--- src/rtl/seq_div_16by8.sv ---
// seq_div_16by8: sequential restoring divider, 2*DW-bit dividend by DW-bit divisor, one quotient bit per clock.
// Optional DIV_EARLY_EXIT_EN: one-cycle FAST path when the dividend is smaller than the divisor.
module seq_div_16by8 #(
  parameter int DW = 8
) (
  input  logic            clk,
  input  logic            rst_n,
  input  logic            start,
  input  logic [2*DW-1:0] a,
  input  logic [DW-1:0]   b,
  output logic            busy,
  output logic            done,
  output logic [2*DW-1:0] q,
  output logic [DW-1:0]   r,
  output logic            dz
);
  localparam int CW = $clog2(2*DW);
`ifdef DIV_EARLY_EXIT_EN
  typedef enum logic [1:0] {IDLE, CALC, ZERO, FAST} state_t;
`else
  typedef enum logic [1:0] {IDLE, CALC, ZERO} state_t;
`endif
  state_t state, state_n;
  logic [2*DW-1:0] sr, sr_n;
  logic [DW:0] pr, pr_sh, pr_n;
  logic [DW-1:0] dv;
  logic [CW-1:0] cnt;
  logic ge;
  // remainder path is DW+1 bits wide so the shifted-in bit never overflows the compare
  assign pr_sh = {pr[DW-1:0], sr[2*DW-1]};
  assign ge    = pr_sh >= {1'b0, dv};
  assign pr_n  = ge ? pr_sh - {1'b0, dv} : pr_sh;
  assign sr_n  = {sr[2*DW-2:0], ge};
  assign busy  = state != IDLE;
  always_comb begin
    state_n = state;
    case (state)
      IDLE: if (start) begin
        state_n = (b == '0) ? ZERO : CALC;
`ifdef DIV_EARLY_EXIT_EN
        if (b != '0 && a < {{DW{1'b0}}, b}) state_n = FAST;
`endif
      end
      CALC: state_n = (cnt == '0) ? IDLE : CALC;
      default: state_n = IDLE;
    endcase
  end
  always_ff @(posedge clk or negedge rst_n)
    if (!rst_n) state <= IDLE;
    else state <= state_n;
  always_ff @(posedge clk or negedge rst_n) begin
    if (!rst_n) begin
      sr   <= '0;
      pr   <= '0;
      dv   <= '0;
      cnt  <= '0;
      q    <= '0;
      r    <= '0;
      dz   <= 1'b0;
      done <= 1'b0;
    end else begin
      done <= 1'b0;
      if (state == IDLE && start) begin
        sr  <= a;
        dv  <= b;
        pr  <= '0;
        cnt <= CW'(2*DW-1);
      end else if (state == CALC) begin
        sr  <= sr_n;
        pr  <= pr_n;
        cnt <= cnt - 1'b1;
        if (cnt == '0) begin
          q    <= sr_n;
          r    <= pr_n[DW-1:0];
          dz   <= 1'b0;
          done <= 1'b1;
        end
      end else if (state == ZERO) begin
        q    <= '1;
        r    <= sr[DW-1:0];
        dz   <= 1'b1;
        done <= 1'b1;
      end
`ifdef DIV_EARLY_EXIT_EN
      else if (state == FAST) begin
        q    <= '0;
        r    <= sr[DW-1:0];
        dz   <= 1'b0;
        done <= 1'b1;
      end
`endif
    end
  end
endmodule
--- config.mk ---
export PLATFORM = sky130hd
export DESIGN_NAME = seq_div_16by8
export DESIGN_NICKNAME = d
export VERILOG_FILES = /design/src/rtl/seq_div_16by8.sv
export SDC_FILE = /design/constraint.sdc
export NUM_CORES = 1
export LEC_CHECK = 0
export ABC_AREA = 1
export BUFFER_PORTS_ARGS = -buffer_cell sky130_fd_sc_hd__buf_2
export CELL_PAD_IN_SITES_DETAIL_PLACEMENT = 0
export CELL_PAD_IN_SITES_GLOBAL_PLACEMENT = 1
export CORE_UTILIZATION = 35
export CTS_BUF_LIST = sky130_fd_sc_hd__clkbuf_16
export CTS_CLUSTER_DIAMETER = 120
export DETAILED_ROUTE_END_ITERATION = 6
export MAX_ROUTING_LAYER = met4
export PLACE_DENSITY = 0.77
export SETUP_SLACK_MARGIN = 0.1
export SKIP_CTS_REPAIR_TIMING = 1
export SYNTH_ARGS = -nofsm -noshare
export SYNTH_HDL_FRONTEND = slang
export SYNTH_SLANG_ARGS = --single-unit
--- constraint.sdc ---
create_clock -name clk -period 3.7 [get_ports clk]
set_input_delay 0.74 -clock clk [delete_from_list [all_inputs] [get_ports clk]]
set_output_delay 0.74 -clock clk [all_outputs]
set_load 0.02 [all_outputs]
; After elaboration in Yosys (flattened, before gate mapping)
; Cells that the tools add are included.
[op_classes]
n_addsub = 2
magnitude_cmp = 1
eq_ne = 4
muxes = 24
bitwise_logic = 1
n_reduce_logical = 8
[ops]
columns = cell, n
row1 = 16-bit 2-to-1 mux, 5
row2 = 8-bit 2-to-1 mux, 6
row3 = 9-bit by 8-bit >= comparator with 1-bit output, 1
row4 = 8-bit zero test, 1
row5 = 1-bit 2-to-1 mux, 8
row6 = 4-bit 2-to-1 mux, 2
row7 = 8-bit subtractor, 1
row8 = 2-bit nonzero test, 3
row9 = 4-bit zero test, 1
row10 = 2-bit 2-to-1 mux, 2
row11 = 2-bit case mux with 2 select lines, 1
row12 = "4-bit by 1-bit subtractor with 4-bit output, second input constant", 1
row13 = 3-bit AND reduction, 1
row14 = "2-bit by 1-bit equality test with 1-bit output, second input constant", 1
row15 = "2-bit equality test, second input constant", 1
row16 = 2-bit zero test, 1
row17 = "2-bit by 1-bit inequality test with 1-bit output, second input constant", 1
row18 = "2-bit inequality test, second input constant", 1
row19 = 1-bit logical AND, 1
row20 = 1-bit NOT, 1
[totals]
ff_bits = 64
in_bits = 27
out_inout_bits = 27
wordCells = 49

; Logic depth before layout (Yosys ltp)
; Gate-level depths: netlist (run 1).
[depth]
ltp_word = 4
mapped_depth = 13
mapped_depth_nobuf = 13

; Worst setup path before layout (run 1)
; Ideal clock, no wire load.
[synth_timing]
kind = reg2reg
start = register pr[1]
end = register r[7]
arrival_ns = 1.564
required_time_ns = 3.579
setup_slack_ns = 2.015
stages_incl_launch_ff = 11
synth_period_minus_slack_ns = 1.685
cell_sequence = dfrtp_1 -> ha_1 -> or2_1 -> nand3_1 -> nand2_1 -> nand2_4 -> nand2_8 -> nand2_2 -> nand2_2 -> nand3_1 -> nand2_1
[synth_via]
elab_chain_len = 4
word_cells_on_any_way = 5
cone_classes = add/sub (1) / order compare (1) / mux (3)
[synth_lines]
columns = element, line
row1 = from (decl), 25  ; logic [DW:0] pr, pr_sh, pr_n;
row2 = from (signal assigned), 70  ; pr <= pr_n;
row3 = 8-bit subtractor / 9-bit by 8-bit >= comparator with 1-bit output (equally long branches), "32, 31"
row4 = 8-bit 2-to-1 mux (*), 32  ; assign pr_n = ge ? pr_sh - {1'b0, dv} : pr_sh;
row5 = 8-bit 2-to-1 mux (*), 72  ; if (cnt == '0) begin
row6 = 8-bit 2-to-1 mux (*), 68  ; end else if (state == CALC) begin
row7 = to (signal assigned), 74  ; r <= pr_n[DW-1:0];
row8 = to (signal assigned), 80  ; r <= sr[DW-1:0];
row9 = to (decl), 14  ; output logic [DW-1:0] r,
; Mark *: on every way between the ends. The rest lies on a longest branch, timed or not. The select of a mux whose other input is x is not followed.
; A chain may end at the register's enable or synchronous reset.

; Final worst setup path (run 1)
[layout_timing]
start = register state[0]
end = register sr[14]
[layout_via]
elab_chain_len = 3
word_cells_on_any_way = 5
cone_classes = eq/ne (1) / mux (1) / reduce/logical (3)
[layout_lines]
columns = element, line
row1 = from (decl), 23  ; state_t state, state_n;
row2 = from (signal assigned), 50  ; else state <= state_n;
row3 = 2-bit zero test, 63  ; if (state == IDLE && start) begin
row4 = 1-bit logical AND, 63
row5 = 16-bit 2-to-1 mux / 2-bit nonzero test (equally long branches), --
row6 = to (signal assigned), 69  ; sr <= sr_n;
row7 = to (decl), 24  ; logic [2*DW-1:0] sr, sr_n;
; Several ways; a longest one is shown, not always the timed one.

==> results by group, run 1 <==
Setup path
  – Max FO, Critical Path: 36
  – R2R setup slack: 1.23 ns
  – Startpoint types: register
  – Worst EP arrival: 2.65 ns
  – Reg2reg end: sr[14]$_DFFE_PN0P_
  – CP Depth: 7
  – CP dominant cell by count: inv_1
  – CP Capture Type: register
  – Crit path required time: 3.88 ns
  – Max stage delay on crit path: 0.59 ns
  – R2R depth: 7
  – CP top delay family: buffers and inverters
  – Max stage delay cell, worst path: inv_2
  – Critical path buffers and inverters: 3
  – Setup Crit Path Kind: register to register
  – Critical R2R Launch: state[0]$_DFFE_PN0P_
  – Worst-path cell chain: inv_1 > ha_1 > nand2_1 > inv_2 > nor2_1 > inv_1 > o221ai_1

GRT
  – Global Route Usage Sum: 0.179
  – Largest net degree at the start of global routing: 39
  – GRT overflow: 0
  – Vias in the first global route: 2761
  – Initial antenna violation count: 0
  – First-pass GRT wire length: 13300 um

Clock tree
  – Root Driver: clkbuf_16
  – H-tree depth: 3
  – CTS buffer count: 9
  – CTS max path bufs: 2
  – CTS tree: yes
  – CTS Sinks: 64
  – Clk slew on worst S/H paths: 0.06 ns
  – Latest clock arrival within the worst-skew pair: 0.33 ns

Yosys
  – Synth Register Bits: 64
  – Most area-consuming cells after synthesis: dfrtp_1 (49%), nand2_1 (12%), ha_1 (4.9%), inv_1 (4.9%), o221ai_1 (4.0%)
  – Top cell type's share of synthesized area: 0.486
  – Mapped Area: 3300 um2
  – Synth Instances: 387
  – FFs w/ async S/R, synth: 1.00
  – Yosys warnings: 0
  – Cell accounting for the most synthesized area: dfrtp_1
  – Mean Syn Cell Area: 8.52 um2
  – Primary FF master, synth: dfrtp_1
  – Mapped Nets: 428
  – Post-synth EDFFs: 0
  – Register area share after synthesis: 0.486
  – Count of cell types in the netlist: 35

Finish
  – Most frequent cells in the layout: nand2_1 (105), dfrtp_1 (64), buf_2 (53), inv_1 (43), nor2_1 (27)
  – # diodes: 0
  – Area Overhead vs Synth: 19.2%
  – Leading cell type in the layout, fill and taps excluded: nand2_1
  – Final nets: 481
  – Share of cells above drive strength 1: 0.204
  – Layout Cells excl Fill: 556
  – Layout fillers: 942

Die
  – Die W: 99.1 um
  – # IOs: 54
  – Die Span Y: 99.1 um
  – Core Region: 9200 um2
  – Initial Util: 0.359
  – FP Rows: 35
  – Die area: 9810 um2

Detailed routing
  – Post-route ant nets: 0
  – Final WL: 7870 um
  – DR iter-0 viols: 162
  – WL per Instance: 14.2 um
  – Vias: 2800
  – Avg Vias per Cell: 5.04
  – DR pass1 iterations: 4
  – Residual DRC: 0

Timing
  – Max Slew Vio Count: 0
  – Max_slew headroom: 0.407
  – Final Critical Period: 2.47 ns
  – Setup TNS: 0 ns
  – Setup violators final: 0
  – Hold slack: 0.484 ns
  – Clk_skew: 0.00726 ns
  – Final worst path period share: 0.667
  – Unrepaired setup endpoints after global routing: no
  – Final Hold Viols: 0
  – Slew of the pin with the lowest slew margin: 0.889 ns
  – Max Clock Freq: 405 MHz

Min path
  – Hold_sp: q[3]$_DFFE_PN0P_
  – WHS Path Cells: 2
  – Hold Path Class: register to register
  – Hold Path End: q[3]$_DFFE_PN0P_

Power and ir drop
  – P_leak: 2.01 nW
  – Peak supply drop: 0.318 mV
  – Power Dens Cells: 1060 nW/um2

Job
  – Max-cap violation count: 0

Place
  – DP HPWL: 5830 um
  – Placer Congestion: 0.767
  – PortBufs: 53
  – Dpl cells: 540

Run status
  – Status: finished clean
per-layer routing:
| layer | wire length (um) | vias up | global-route usage | share of wire |
|---|---|---|---|---|
| met5 | 0 | - | - | 0 |
| met4 | 103 | 0 | 0.0622 | 0.013 |
| met3 | 297 | 11 | 0.0433 | 0.038 |
| met2 | 3760 | 50 | 0.269 | 0.48 |
| met1 | 3710 | 1350 | 0.237 | 0.47 |
| li1 | - | 1389 | - | - |
cells in the mapped netlist, types with 4 or more instances:
master and count:
nand3b_1 5, nand4_1 9, dfrtp_1 64, nor2_1 27, nand3_1 22, a22oi_1 9, o221ai_1 15, inv_1 43
ha_1 13, buf_2 4, nand2_2 9, a21oi_1 4, clkbuf_1 7, nand2_1 105, o21ai_0 26
worst reg2reg max path, delay by kind of cell, from the launching register on:
family | cells | cell delay [ns]
buf+inv | 3 | 1.07
simple gates | 2 | 0.47
fa+ha+maj | 1 | 0.20
compound gates | 1 | 0.18
flops | 1 | 0.40
metrics by stage:
| stage | setup slack (ns) | power, mW | instance area (um2) | util |
|---|---|---|---|---|
| 3_5_place_dp | 1.10 | 3.43 | 3660 | 0.398 |
| 3_3_place_gp | 1.18 | 3.40 | 3660 | 0.398 |
| 2_1_floorplan | 2.01 | 2.89 | 3300 | - |
| 5_1_grt | 0.945 | 4.58 | 3930 | 0.427 |
| 6_report | 1.23 | 4.18 | 3930 | 0.427 |
| 4_1_cts | 1.19 | 4.23 | 3930 | 0.427 |
sequential cells by signal, indices dropped and copies added (netlist names):
signal  count
cnt         4
q          16
dv          8
done        1
sr         16
state       2
r           8
pr          8
dz          1
cells by family (layout without fill, tap and decap cells):
logic type,count (synthesis),after routing,synth area share
xor+xnor,3,3,0.00797
simple gates,188,188,0.265
fa+ha+maj,14,14,0.0554
compound gates,57,57,0.112
buf+inv,61,119,0.0744
flops,64,64,0.486
worst max-delay path by stage:
| stage | start | end |
|---|---|---|
| floorplan | pr[1]$_DFFE_PN0P_ | r[7]$_DFFE_PN0P_ |
| global placement | start | sr[7]$_DFFE_PN0P_ |
| detailed placement | start | sr[9]$_DFFE_PN0P_ |
| CTS | state[0]$_DFFE_PN0P_ | sr[14]$_DFFE_PN0P_ |
| global route | state[0]$_DFFE_PN0P_ | sr[11]$_DFFE_PN0P_ |
| finish | state[0]$_DFFE_PN0P_ | sr[14]$_DFFE_PN0P_ |
power by group:
group / internal, mW / switching, mW / leakage (nW)
Clock: 0.452 / 0.318 / 0.133
Sequential: 1.04 / 0.215 / 0.789
Combinational: 0.774 / 1.38 / 1.09
final cells by class:
class / instances / area (um2) / area share
repair buffers: 57 / 295 / 0.0751
clock inverters: 7 / 47.5 / 0.0121
flip-flops and latches: 64 / 1600 / 0.407
well taps: 111 / 139 / 0.0353
clock buffers: 9 / 225 / 0.0573
inverters: 46 / 173 / 0.0439
multi-input cells: 262 / 1450 / 0.369
Note: power is estimated with default switching activity, not from simulation.
==> run 2: changes to the inputs <==
- ABC_AREA: 1 -> 0
- PLACE_DENSITY: 0.77 -> 0.75
- clock period: 3.7 -> 2.4 ns (I/O delays scaled with it)
==> run 2 against run 1 <==
Net effect: synthesized cell count shrank 18%; global-route usage is 1.7 points lower; die area decreased by 3.3%; wire length decreased by 9.2%; design area decreased by 0.80%; flip-flop and latch count stayed put; critical path type unchanged; largest cell class unchanged.
==> results by group, run 2 <==
Run status
  – Status: finished clean

Power and ir drop
  – Final total power: 6.45 mW
  – P_leak: 1.88 nW
  – Peak supply drop: 0.601 mV
  – Power Dens Cells: 1650 nW/um2

Timing
  – Max Slew Vio Count: 0
  – Unrepaired setup endpoints after global routing: no
  – Setup TNS: 0 ns
  – Max_slew headroom: 0.613
  – Slew of the pin with the lowest slew margin: 0.578 ns
  – Clk_skew: 0.00659 ns
  – Hold slack: 0.0935 ns
  – Setup WS post-layout: 0.238 ns
  – Setup violators final: 0
  – Final worst path period share: 0.901
  – Final Hold Viols: 0
  – Max Clock Freq: 463 MHz
  – Final Critical Period: 2.16 ns

Clock tree
  – Clk slew on worst S/H paths: 0.06 ns
  – CTS buffer count: 9
  – CTS max path bufs: 2
  – CTS Sinks: 64
  – Root Driver: clkbuf_16
  – H-tree depth: 3
  – CTS tree: yes
  – Latest clock arrival within the worst-skew pair: 0.33 ns

Detailed routing
  – Final WL: 7150 um
  – Vias: 2436
  – Post-route ant nets: 0
  – WL per Instance: 14.7 um
  – Residual DRC: 0
  – DR iter-0 viols: 88
  – DR pass1 iterations: 4
  – Avg Vias per Cell: 5.02

Yosys
  – Register area share after synthesis: 0.503
  – Synth Instances: 316
  – Synth top cells by count: dfrtp_1 (64), nor2_1 (36), inv_1 (30)
  – Yosys warnings: 0
  – Top cell type's share of synthesized area: 0.503
  – Synth Register Bits: 64
  – Mapped Area: 3180 um2
  – FFs w/ async S/R, synth: 1.00
  – Post-synth EDFFs: 0
  – Mapped Nets: 357
  – Most area-consuming cells after synthesis: dfrtp_1 (50%), mux2i_1 (6.9%), ha_1 (5.1%), a21oi_1 (4.4%), nor2_1 (4.2%)
  – Count of cell types in the netlist: 40
  – Mean Syn Cell Area: 10.1 um2
  – Cell accounting for the most synthesized area: dfrtp_1
  – Primary FF master, synth: dfrtp_1
  – Most common cell in the netlist: dfrtp_1

Setup path
  – Setup Crit Path Kind: register to register
  – Critical R2R Launch: sr[15]$_DFFE_PN0P_
  – R2R depth: 9
  – Max FO, Critical Path: 3
  – Reg2reg end: pr[6]$_DFFE_PN0P_
  – Startpoint types: register
  – Crit path required time: 2.60 ns
  – Worst EP arrival: 2.36 ns
  – CP Capture Type: register
  – R2R setup slack: 0.24 ns

Finish
  – Share of cells above drive strength 1: 0.257
  – Final nets: 413
  – Layout Cells excl Fill: 485
  – Layout fillers: 831
  – Most frequent cells in the layout: dfrtp_1 (64), buf_2 (53), nor2_1 (35), inv_1 (31), a21oi_1 (28)
  – Regs by FF count: q (16), sr (16)
  – Leading cell type in the layout, fill and taps excluded: dfrtp_1
  – Area Overhead vs Synth: 22.5%
  – # diodes: 0

Place
  – DP Worst Slack: 0.174 ns
  – Placer Congestion: 0.803
  – DP HPWL: 5130 um
  – PortBufs: 53
  – Dpl cells: 469

GRT
  – Largest net degree at the start of global routing: 37
  – Vias in the first global route: 2402
  – Initial antenna violation count: 0
  – GRT overflow: 0
  – Global Route Usage Sum: 0.162
  – First-pass GRT wire length: 11800 um

Die
  – Die W: 97.4 um
  – FP Rows: 34
  – # IOs: 54
  – Initial Util: 0.363
  – Core Region: 8760 um2
  – Die area: 9480 um2
  – Die Span Y: 97.4 um

Min path
  – Hold Path Class: input pin to asynchronous set/reset pin

Job
  – Max-cap violation count: 0
==> run 2: cell count changes after synthesis, moves of 9 or more <==
cell / change
o21ai_0: -15
nand2_2: -9
nor2_1: +9
a21oi_1: +24
o21ai_1: +10
a31oi_1: +17
o221ai_1: -15
mux2i_1: +22
inv_1: -13
nand3_1: -19
nand2_1: -95
==> run 2: worst max path at each step <==
stage	from	slack (ns)	endpoint
finish	sr[15]$_DFFE_PN0P_	0.24	pr[6]$_DFFE_PN0P_
floorplan	pr[5]$_DFFE_PN0P_	0.39	pr[1]$_DFFE_PN0P_
global route	sr[15]$_DFFE_PN0P_	0.13	pr[6]$_DFFE_PN0P_
CTS	pr[2]$_DFFE_PN0P_	0.18	pr[7]$_DFFE_PN0P_
detailed placement	pr[2]$_DFFE_PN0P_	0.17	pr[4]$_DFFE_PN0P_
global placement	pr[5]$_DFFE_PN0P_	0.25	pr[5]$_DFFE_PN0P_
==> run 2: per-layer routing <==
layer  vias to the layer above  routed length, um  global-route usage
met5                         -                  0                   -
met4                         0                 93              0.0475
met3                        10                305              0.0388
met2                        65               3150               0.243
met1                      1146               3600               0.220
li1                       1215                  -                   -
==> run 2: per-stage QoR <==
step	area [um2]	utilization
CTS	3850	0.439
floorplan	3180	-
global route	3900	0.445
global placement	3580	0.409
detailed placement	3580	0.409
finish	3900	0.445
==> run 2: final cells by class <==
class	count	area (um2)	area share
flip-flops and latches	64	1600	0.411
clock inverters	7	40.0	0.0103
well taps	108	135	0.0346
clock buffers	9	225	0.0577
multi-input cells	205	1450	0.371
repair buffers	62	340	0.0873
inverters	30	113	0.0289
==> run 2: critical path: stages, from the launching register on <==
cell	delay [ns]
dfrtp_1	0.38
inv_1	0.09
ha_1	0.20
inv_1	0.06
fa_1	0.42
a221oi_1	0.34
o21bai_1	0.11
xor2_1	0.16
mux2i_2	0.18
a21oi_1	0.09
==> run 2: where the power goes <==
group          switching (mW)  leakage, nW  internal, mW
Clock                   0.473        0.126         0.686
Combinational            1.81         1.05          1.47
Sequential              0.399        0.711          1.60
Total                    2.69         1.88          3.76
==> run 2: cell families after synthesis <==
group                      count (synthesis)  synth area share
AOI/OAI and AO/OA                         87             0.164
xor gates and xnor gates                   7            0.0193
adders and majority gates                 14            0.0574
buffers and inverters                     47            0.0585
DFF                                       64             0.503
muxes                                     31             0.101
and+or+nand+nor                           66            0.0967
==> run 3: changes to the inputs <==
- ABC_AREA: 0 -> 1
- CORE_ASPECT_RATIO: default -> 0.8
- PLACE_DENSITY: 0.75 -> 0.77
==> run 3 against run 2 <==
Net effect: non-clock buffer count shrank 2; utilization shrank 0.48 points; wire length increased by 6.0%; first-iteration DRC count up 6.8%; sequential power is 5% lower; final cell count grew 16%; design area increased by 2.9%; global-route usage is 0.45 points higher; clock power grew 24%; critical endpoint is now r[4]$_DFFE_PN0P_; critical path depth increased by 1; flip-flop and latch count did not move; power is 3.9% higher.
==> results by group, run 3 (same netlist as run 1, synthesis figures left out) <==
Run status
  – Status: finished clean

Finish
  – Final nets: 484
  – Layout Cells excl Fill: 562
  – Area Overhead vs Synth: 21.7%
  – Leading cell type in the layout, fill and taps excluded: nand2_1
  – # diodes: 0
  – Most frequent cells in the layout: nand2_1 (105), dfrtp_1 (64), buf_2 (53), inv_1 (45), nor2_1 (27)
  – Share of cells above drive strength 1: 0.204
  – Fin util: 0.440
  – Regs by FF count: q (16), sr (16)

Timing
  – Final worst path period share: 0.794
  – Max_slew headroom: 0.563
  – Setup TNS: 0 ns
  – Slew of the pin with the lowest slew margin: 0.655 ns
  – Final Critical Period: 1.91 ns
  – Max Clock Freq: 525 MHz
  – Unrepaired setup endpoints after global routing: no
  – Max Slew Vio Count: 0
  – Final Hold Viols: 0
  – Setup violators final: 0
  – Clk_skew: 0.00635 ns

Die
  – Die Span Y: 88.8 um
  – Core Region: 9110 um2
  – Die W: 111 um
  – FP Rows: 31
  – Initial Util: 0.362
  – Die area: 9810 um2
  – # IOs: 54

Setup path
  – Max FO, Critical Path: 3
  – Startpoint types: register
  – Worst Setup SP: sr[15]$_DFFE_PN0P_
  – Setup Crit Path Kind: register to register
  – Critical R2R Launch: sr[15]$_DFFE_PN0P_
  – Crit path to: r[4]$_DFFE_PN0P_
  – CP Capture Type: register
  – Worst EP arrival: 2.11 ns
  – Crit path required time: 2.60 ns
  – Reg2reg end: r[4]$_DFFE_PN0P_
  – R2R depth: 10
  – R2R setup slack: 0.49 ns

Job
  – Max-cap violation count: 0

Min path
  – Hold Path Class: input pin to asynchronous set/reset pin

GRT
  – First-pass GRT wire length: 12400 um
  – GRT overflow: 0
  – Global Route Usage Sum: 0.167
  – Vias in the first global route: 2630
  – Initial antenna violation count: 0
  – Largest net degree at the start of global routing: 35

Detailed routing
  – DR pass1 iterations: 4
  – Vias: 2726
  – Residual DRC: 0
  – DR iter-0 viols: 94
  – Final WL: 7580 um
  – Post-route ant nets: 0
  – WL per Instance: 13.5 um
  – Avg Vias per Cell: 4.85

Power and ir drop
  – Pint: 3.82 mW
  – Power Dens Cells: 1670 nW/um2
  – P_leak: 2.06 nW
  – Sw Ratio: 0.430
  – Psw: 2.88 mW
  – Share of total power in combinational logic: 0.500
  – Flop pwr share: 0.285
  – Clock network power share: 0.215
  – Peak supply drop: 0.640 mV

Clock tree
  – CTS tree: yes
  – Latest clock arrival within the worst-skew pair: 0.32 ns
  – Root Driver: clkbuf_16
  – CTS max path bufs: 2
  – H-tree depth: 3
  – CTS buffer count: 9
  – CTS Sinks: 64
  – Clk slew on worst S/H paths: 0.05 ns

Place
  – Dpl cells: 547
  – PortBufs: 53
  – Placer Congestion: 0.844
  – DP HPWL: 5650 um
-- run 3: cell types whose count changed in the layout (fill, tap and decap cells not counted), sizes merged, moves of 16 or more --
cell and change:
nand2 +106, a21oi -27, mux2i -22, nand3 +20, a31oi -17, inv +16
-- run 3: power groups by stage --
stage	sequential, mW	combinational (mW)	clock (mW)
final	1.91	3.35	1.44
after global routing	1.97	3.84	1.51
after CTS	1.91	3.38	1.47
after detailed placement	1.93	3.36	0
after global placement	1.92	3.33	0
after floorplan	2.10	2.35	0
-- run 3: per-layer routing --
metal  share of wire  track usage  vias to the layer above
li1                -            -                     1396
met1            0.52        0.225                     1282
met2            0.44        0.249                       44
met3           0.032       0.0432                        4
met4          0.0059       0.0461                        0
met5               0            -                        -
-- run 3: worst min path at each step --
stage,start,endpoint,slack [ns],cells past startpoint
final,rst_n,cnt[2]$_DFFE_PN0P_,0.18,1
after global routing,rst_n,cnt[2]$_DFFE_PN0P_,0.22,1
after CTS,rst_n,done$_DFF_PN0_,0.20,1
after detailed placement,q[11]$_DFFE_PN0P_,q[11]$_DFFE_PN0P_,0.47,2
after global placement,q[11]$_DFFE_PN0P_,q[11]$_DFFE_PN0P_,0.47,2
after floorplan,rst_n,cnt[0]$_DFFE_PN0P_,0.18,0
-- run 3: final cells by class --
type                    instances  area [um2]
fillers                       904        5100
flip-flops and latches         64        1600
multi-input cells             262        1450
repair buffers                 60         318
clock buffers                   9         225
inverters                      46         173
well taps                     115         144
clock inverters                 6         101
-- run 3: per-stage QoR --
| stage | power, mW | hold WS [ns] | setup slack, ns | area [um2] |
|---|---|---|---|---|
| 2_1_floorplan | 4.45 | 0.184 | 0.715 | 3300 |
| 3_3_place_gp | 5.25 | 0.465 | 0.520 | 3690 |
| 3_5_place_dp | 5.29 | 0.468 | 0.506 | 3690 |
| 4_1_cts | 6.76 | 0.203 | 0.484 | 4010 |
| 5_1_grt | 7.32 | 0.224 | 0.321 | 4010 |
| 6_report | 6.70 | 0.184 | 0.494 | 4010 |
-- run 3: worst max-delay path: stages (launching register included) --
cell	delay [ns]
dfrtp_1	0.39
inv_1	0.11
ha_1	0.15
inv_1	0.06
fa_1	0.45
nand3_1	0.10
nand3_1	0.08
xnor2_1	0.19
nand2_1	0.10
nand4_1	0.09
nand2_1	0.06
